[config.mk]
export PLATFORM = sky130hd
export DESIGN_NAME = rs232_rx_frontend
export DESIGN_NICKNAME = d
export VERILOG_FILES = /design/src/rtl/rs232_rx_frontend.sv
export SDC_FILE = /design/constraint.sdc
export NUM_CORES = 1
export LEC_CHECK = 0
export ABC_AREA = 1
export BUFFER_PORTS_ARGS = -buffer_cell sky130_fd_sc_hd__buf_2
export CORE_UTILIZATION = 55
export CTS_CLUSTER_SIZE = 30
export DETAILED_ROUTE_END_ITERATION = 16
export PLACE_DENSITY_LB_ADDON = 0.25
export SLEW_MARGIN = 20
export SYNTH_ARGS = -nofsm -noshare
export SYNTH_HDL_FRONTEND = slang
export SYNTH_SLANG_ARGS = --single-unit
[constraint.sdc]
create_clock -name clk_clk -period 1.9 [get_ports clk_clk]
set_input_delay 0.19 -clock clk_clk [delete_from_list [all_inputs] [get_ports clk_clk]]
set_output_delay 0.19 -clock clk_clk [all_outputs]
set_load 0.02 [all_outputs]
[src/rtl/rs232_rx_frontend.sv]
// RS-232 receive front end: 16x oversampled deframer (8 data bits, optional parity)
// with a single-entry valid/ack output register and sticky overrun.
module rs232_rx_frontend #(
    parameter int CLK_FREQ = 50000000
) (
    input  logic       clk_clk,
    input  logic       reset_reset_n,
    input  logic       rxd,
    input  logic [7:0] rx_options,
    input  logic       rx_ack,
    output logic [7:0] rx_data,
    output logic       rx_parity_err,
    output logic       rx_valid,
    output logic       rx_frame_err,
    output logic       rx_overrun,
    output logic       rx_busy
);
    localparam int DATA_W    = 8;
    localparam int DIV_9600  = CLK_FREQ / (16 * 9600);
    localparam int DIV_19200 = CLK_FREQ / (16 * 19200);
    localparam int DIV_38400 = CLK_FREQ / (16 * 38400);
    localparam int DIV_57600 = CLK_FREQ / (16 * 57600);
    localparam int DIV_115K  = CLK_FREQ / (16 * 115200);
    localparam int CNT_W     = $clog2(DIV_9600 + 1);

    typedef enum logic [2:0] {
        S_IDLE,
        S_START,
        S_DATA,
        S_PARITY,
        S_STOP
    } state_t;

    state_t              state;
    logic                rxd_meta;
    logic                rxs;
    logic [CNT_W-1:0]    tick_cnt;
    logic [CNT_W-1:0]    div_m1;
    logic [3:0]          samp_cnt;
    logic [2:0]          bit_cnt;
    logic [DATA_W-1:0]   shift;
    logic [1:0]          par_mode;
    logic                par_err_r;
    logic                tick;
    logic                mid_bit;
    logic                par_en;
    logic                unused_opts;

    assign unused_opts = ^rx_options[7:5];
    assign tick        = (tick_cnt == div_m1);
    assign mid_bit     = tick && (samp_cnt == 4'd15);
    assign par_en      = ^par_mode;

    function automatic logic [CNT_W-1:0] div_minus1(input logic [2:0] sel);
        case (sel)
            3'd1:    return CNT_W'(DIV_19200 - 1);
            3'd2:    return CNT_W'(DIV_38400 - 1);
            3'd3:    return CNT_W'(DIV_57600 - 1);
            3'd4:    return CNT_W'(DIV_115K - 1);
            default: return CNT_W'(DIV_9600 - 1);
        endcase
    endfunction

    // mode 01 = even, 10 = odd; caller only uses the result when parity is enabled
    function automatic logic parity_error(input logic [1:0] mode,
                                          input logic [DATA_W-1:0] data,
                                          input logic pbit);
        logic x;
        x = ^data ^ pbit;
        return (mode == 2'b10) ? ~x : x;
    endfunction

    always_ff @(posedge clk_clk or negedge reset_reset_n) begin
        if (!reset_reset_n) begin
            rxd_meta <= 1'b1;
            rxs      <= 1'b1;
        end else begin
            rxd_meta <= rxd;
            rxs      <= rxd_meta;
        end
    end

    always_ff @(posedge clk_clk or negedge reset_reset_n) begin
        if (!reset_reset_n) begin
            state         <= S_IDLE;
            tick_cnt      <= '0;
            div_m1        <= '0;
            samp_cnt      <= '0;
            bit_cnt       <= '0;
            shift         <= '0;
            par_mode      <= '0;
            par_err_r     <= 1'b0;
            rx_data       <= '0;
            rx_parity_err <= 1'b0;
            rx_valid      <= 1'b0;
            rx_frame_err  <= 1'b0;
            rx_overrun    <= 1'b0;
            rx_busy       <= 1'b0;
        end else begin
            if (state == S_IDLE || tick)
                tick_cnt <= '0;
            else
                tick_cnt <= tick_cnt + 1'b1;

            // A delivery in the same cycle overrides this clear of rx_valid below
            if (rx_ack && rx_valid) begin
                rx_valid   <= 1'b0;
                rx_overrun <= 1'b0;
            end

            case (state)
                S_IDLE: begin
                    if (!rxs) begin
                        div_m1    <= div_minus1(rx_options[2:0]);
                        par_mode  <= rx_options[4:3];
                        par_err_r <= 1'b0;
                        samp_cnt  <= '0;
                        state     <= S_START;
                        rx_busy   <= 1'b1;
                    end
                end
                S_START: begin
                    if (tick) begin
                        if (samp_cnt == 4'd7) begin
                            samp_cnt <= '0;
                            bit_cnt  <= '0;
                            if (rxs) begin
                                state   <= S_IDLE;
                                rx_busy <= 1'b0;
                            end else begin
                                state <= S_DATA;
                            end
                        end else begin
                            samp_cnt <= samp_cnt + 4'd1;
                        end
                    end
                end
                S_DATA: begin
                    if (tick)
                        samp_cnt <= samp_cnt + 4'd1;
                    if (mid_bit) begin
                        shift   <= {rxs, shift[DATA_W-1:1]};
                        bit_cnt <= bit_cnt + 3'd1;
                        if (bit_cnt == 3'd7)
                            state <= par_en ? S_PARITY : S_STOP;
                    end
                end
                S_PARITY: begin
                    if (tick)
                        samp_cnt <= samp_cnt + 4'd1;
                    if (mid_bit) begin
                        par_err_r <= parity_error(par_mode, shift, rxs);
                        state     <= S_STOP;
                    end
                end
                S_STOP: begin
                    if (tick)
                        samp_cnt <= samp_cnt + 4'd1;
                    if (mid_bit) begin
                        state   <= S_IDLE;
                        rx_busy <= 1'b0;
                        if (!rx_valid || rx_ack) begin
                            rx_data       <= shift;
                            rx_parity_err <= par_en & par_err_r;
                            rx_frame_err  <= ~rxs;
                            rx_valid      <= 1'b1;
                        end else begin
                            rx_overrun <= 1'b1;
                        end
                    end
                end
                default: begin
                    state   <= S_IDLE;
                    rx_busy <= 1'b0;
                end
            endcase
        end
    end

endmodule

---- After elaboration in Yosys (flattened, before gate mapping) ----
Index checks and enable logic that the tools add are counted.
Widths: inputs -> output; s select.
word-level totals
  register bits ........................... 54
operators by class
  bitwise operators ....................... 5
  mux-type cells .......................... 39
  reduce and logical (&&, ||, !) cells .... 21
  equal/unequal tests ..................... 22
  add/subtract/negate cells ............... 3
operator list
  cell                 count
  $pmux 9 s4           1
  $mux 3               11
  $mux 1               16
  $mux 4               4
  $ne 2x2->1 const B   8
  $pmux 3 s5           1
  $eq 3x2->1 const B   4
  $pmux 4 s3           1
  $add 9x1->9 const B  1
  $eq 3x3->1 const B   3
  $eq 9x9->1           1
  $mux 9               1
  $reduce_and 4->1     2
  $reduce_xor 8->1     1
  $reduce_and 7->1     1
  $eq 3x1->1 const B   2
  $pmux 3 s2           1
  $reduce_and 3->1     2
  $reduce_and 6->1     1
  $add 4x1->4 const B  1
  $eq 4x3->1 const B   1
  $eq 4x4->1 const B   1
  $pmux 1 s4           1
  $reduce_and 2->1     2
  other kinds (17)     22

---- Logic depth before layout (Yosys ltp) ----
  depth in word-level cells ............... 6
  depth in mapped cells ................... 12

---- Least setup slack after synthesis ----
No wires, ideal clock.
  path kind ............................... reg2reg
  from .................................... register samp_cnt[0]
  to ...................................... register bit_cnt[0]
  clock period less this slack ............ 1.488 ns
  data arrival time ....................... 1.372 ns
  buffers on the path ..................... 1
  cell stages (with the launch flop) ...... 10
  path slack .............................. 0.412 ns
  cell sequence ........................... dfrtp_1 ha_1 nand2_1 nor2_1 nand3_4 nor2_2 buf_6 o21bai_2 nand2_1 nand2_1
between the ends
  cells in the longest elaborated chain, start to end .. 4
ends and longest elaborated chain
  item                          line  text
  start, declared               39    logic [3:0] samp_cnt;
  start signal, assigned        134   samp_cnt <= samp_cnt + 4'd1;
  start signal, assigned        140   samp_cnt <= samp_cnt + 4'd1;
  start signal, assigned        150   samp_cnt <= samp_cnt + 4'd1;
  $eq 4x4->1                    51    assign mid_bit = tick && (samp_cnt == 4'd15);
  $logic_and 1x1->1             51
  $ne 2x2->1 (no line)          --
  $reduce_and 4->1 (no line) *  --
  end signal, assigned          143   bit_cnt <= bit_cnt + 3'd1;
  end, declared                 40    logic [2:0] bit_cnt;
Every way passes the cells marked *; elsewhere a longest branch is shown, timed or not.
A chain may end at the register's enable or synchronous reset.

---- Final worst setup path ----
  from .................................... register tick_cnt[1]
  to ...................................... register shift[4]
between the ends
  cells in the longest elaborated chain, start to end .. 3
ends and longest elaborated chain
  item                        line  text
  start, declared             37    logic [CNT_W-1:0] tick_cnt;
  start signal, assigned      103   tick_cnt <= tick_cnt + 1'b1;
  $eq 9x9->1                  50    assign tick = (tick_cnt == div_m1);
  $logic_and 1x1->1           51
  $reduce_and 2->1 (no line)  --
  end signal, assigned        142   shift <= {rxs, shift[DATA_W-1:1]};
  end, declared               41    logic [DATA_W-1:0] shift;
Every way passes these cells.

==> key figures <==
Status
  – Status: finished, final reports clean

Power
  – Leakage power: 0.00142 µW
  – Max rail drop VDD: 0.000446 V
  – Final Power: 2400 µW
  – PD cells: 820 mW/mm²

Cells and area
  – Fillers: 398
  – Area growth from synthesis to layout: 12.1%
  – Post-layout util: 65.8%
  – Multi-input gate area: 0.00112 mm²
  – Layout cells sized above 1: 20.0%
  – Finished Layout Cells: 382
  – Reg area: 0.00130 mm²
  – Post-layout nets: 346
  – # diodes: 0

Timing
  – Final setup vio count: 0
  – RSZ-0062 raised after global routing: false
  – Final Cycle Share: 90.2%
  – Worst-Margin Slew: 0.341 ns
  – Max-slew headroom: 77.1%
  – Final Hold Vio Count: 0
  – Skew final: 0.00951 ns
  – Final min period: 1.71 ns
  – Slew Viols, Final: 0
  – Fmax: 583 MHz
  – TNS Setup: 0 ns

Clock network
  – CTS Buf Count: 5
  – CTS tree: yes
  – Clock sinks: 52
  – CTS Root Cell: clkbuf_8
  – Clock Pin Slew Worst Setup and Hold Paths: 0.10 ns
  – Clock latency on the worst-skew pair: 0.31 ns
  – Maximum clock path buffer count: 2
  – H-tree Lvls: 2

Setup path
  – CP startpoint kind: flop
  – Data arrival time of the critical path: 1.94 ns
  – Crit path kind: reg -> reg
  – Crit-path max FO: 13
  – Critical Path Sink Type: flop
  – WP data required: 2.13 ns
  – Reg2Reg Depth: 8

Placed design
  – HPWL after DPL: 3410 µm
  – PortBufs: 21
  – Inst Count DP: 372
  – GPL Wtd Cong: 0.803

Global route
  – Grt ovf: 0
  – Initial antenna violation count: 0
  – Pin count of the biggest net entering global routing: 53
  – All-Layer GR Usage: 21.0%
  – First-pass GRT wire length: 8260 µm
  – Number of global-route vias before repair: 1911

Synth
  – Post-Syn Nets: 315
  – Sequential area share after synthesis: 50.0%
  – Synth unique cells: 28
  – Post-synthesis cell area: 0.00261 mm²
  – Synthesized area per cell: 8.75 µm²
  – Warnings, synthesis: 0
  – Post-Synthesis Cells: 298
  – Synthesis-stage register bit count: 52

Routing
  – WL/cell: 12.1 µm
  – Via Count: 1982
  – Drt pass-1 iters: 4
  – DR DRC count: 0
  – Number of DRC violations after detailed-routing iteration 0: 131
  – Met3 routed WL: 119 µm
  – Antenna-violating nets left: 0
  – DR top layer: met4
  – Met2 wire len: 2240 µm
  – Met1 Wirelength: 2200 µm
  – Routed WL: 4620 µm
  – Via/cell ratio: 5.19

Hold path
  – Worst hold stages: 2
  – Hold Crit Class: in -> reg

Run
  – MaxCap Viol Count: 0

Die
  – Core box area: 0.00444 mm²
  – Die extent in x: 70.9 µm
  – Die Ht: 70.9 µm
  – Die area: 0.00502 mm²
  – Site Rows: 24
  – IO Pins: 25
  – Initial Utilization: 58.7%
==> worst paths after layout <==
kind | from | slack (ns) | end
max in group asynchronous | reset_reset_n | 1.23 | rxs
setup / recovery | tick_cnt[1] | 0.19 | shift[4]
hold / removal | rx_ack | 0.06 | rx_overrun
setup reg to reg | tick_cnt[1] | 0.19 | shift[4]
hold reg to reg | rxd_meta | 0.37 | rxs
min in group asynchronous | reset_reset_n | 0.38 | tick_cnt[2]
==> registers in the layout, summed over array words and instances (netlist names) <==
signal / cells
tick_cnt: 9
div_m1: 7
rx_parity_err: 1
par_mode: 2
rxd_meta: 1
par_err_r: 1
rx_overrun: 1
rx_valid: 1
shift: 8
rx_frame_err: 1
rx_busy: 1
rxs: 1
state: 3
rx_data: 8
bit_cnt: 3
samp_cnt: 4
==> metal layers <==
metal,track usage (%),vias up
met4,7.33,0
li1,-,1012
met5,0,-
met1,27.0,939
met2,35.8,24
met3,3.85,7
==> kinds of logic (layout without fill, tap and decap cells) <==
group           Yosys count  in the layout  synth area share (%)
compound gates           46             46                  11.0
flops                    52             52                  50.0
buf+inv                  44             76                  7.25
fa+ha+maj                 5              5                  2.40
xor+xnor                 15             15                  5.04
simple gates            136            136                  24.3
==> layout make-up <==
type,count,area share (%)
tap,52,2.23
clock buffer,6,2.82
sequential,52,44.6
multi-input combinational,202,38.3
clock inverter,2,0.513
inverter,40,5.13
timing repair buffer,28,6.42
==> what timing repair did <==
| item | CTS | global route |
|---|---|---|
| gates resized for setup | 0 | 1 |
| hold endpoints to repair | 51 | 0 |
| setup buffers | 0 | 0 |
| hold buffers | 2 | 0 |
| setup endpoints to repair | 0 | 1 |
==> report_power, final <==
group          switching, µW  internal (µW)  leakage (µW)
clock                    366            295     0.0000434
combinational            220            171      0.000698
sequential               129           1220      0.000674
==> critical path: stages, from the launching register on <==
cell	delay [ns]
dfrtp_1	0.43
o21ai_0	0.19
nand3_1	0.12
nor2_2	0.20
nand3_4	0.16
nor2_2	0.18
buf_4	0.21
nand2_1	0.07
o21ai_0	0.07
==> cell usage in the layout (no fill, tap or decap), types with 3 or more instances in the layout <==
master	netlist	layout
a21oi_1	8	8
o21ai_0	21	21
buf_2	1	21
o21ai_2	12	12
nand2_1	81	81
xor2_1	3	3
clkbuf_8	0	6
inv_1	38	38
nand4_1	6	6
buf_4	0	3
nand2_2	4	4
xnor2_1	12	12
ha_1	5	5
nor2_4	3	4
nor2_1	17	17
nand3_1	10	10
nor3_1	5	5
dfrtp_1	50	50
==> through the flow <==
stage / hold slack, ns / worst slack (ns) / area (µm²)
final: 0.0573 / 0.186 / 2920
after global routing: 0.0565 / 0.00182 / 2920
after CTS: 0.0502 / 0.170 / 2920
after detailed placement: 0.201 / 0.192 / 2800
after global placement: 0.202 / 0.237 / 2800
after floorplan: -0.106 / 0.412 / 2610
==> Yosys cell counts <==
cell / count / share of area (%)
a21oi_1: 8 / 1.5
nor2_2: 3 / 0.72
xnor2_1: 12 / 4.0
inv_1: 38 / 5.5
nand3_1: 10 / 1.9
dfstp_2: 2 / 2.0
o21ai_2: 12 / 4.0
dfrtp_1: 50 / 48
nand3_4: 2 / 1.3
nor3b_1: 1 / 0.29
nor2_4: 3 / 1.3
xor2_1: 3 / 1.0
inv_2: 2 / 0.29
buf_6: 3 / 1.3
o21ai_0: 21 / 4.0
nand3b_1: 1 / 0.29
or2_2: 1 / 0.24
ha_1: 5 / 2.4
nand2_2: 4 / 0.96
o211ai_1: 2 / 0.58
nand2_1: 81 / 12
o21bai_2: 1 / 0.43
nor3_1: 5 / 0.96
nand4_1: 6 / 1.4
nor3_2: 2 / 0.77
nor2_1: 17 / 2.4
buf_2: 1 / 0.19
o21ai_1: 2 / 0.38
Power figures use the tool's default switching activity.
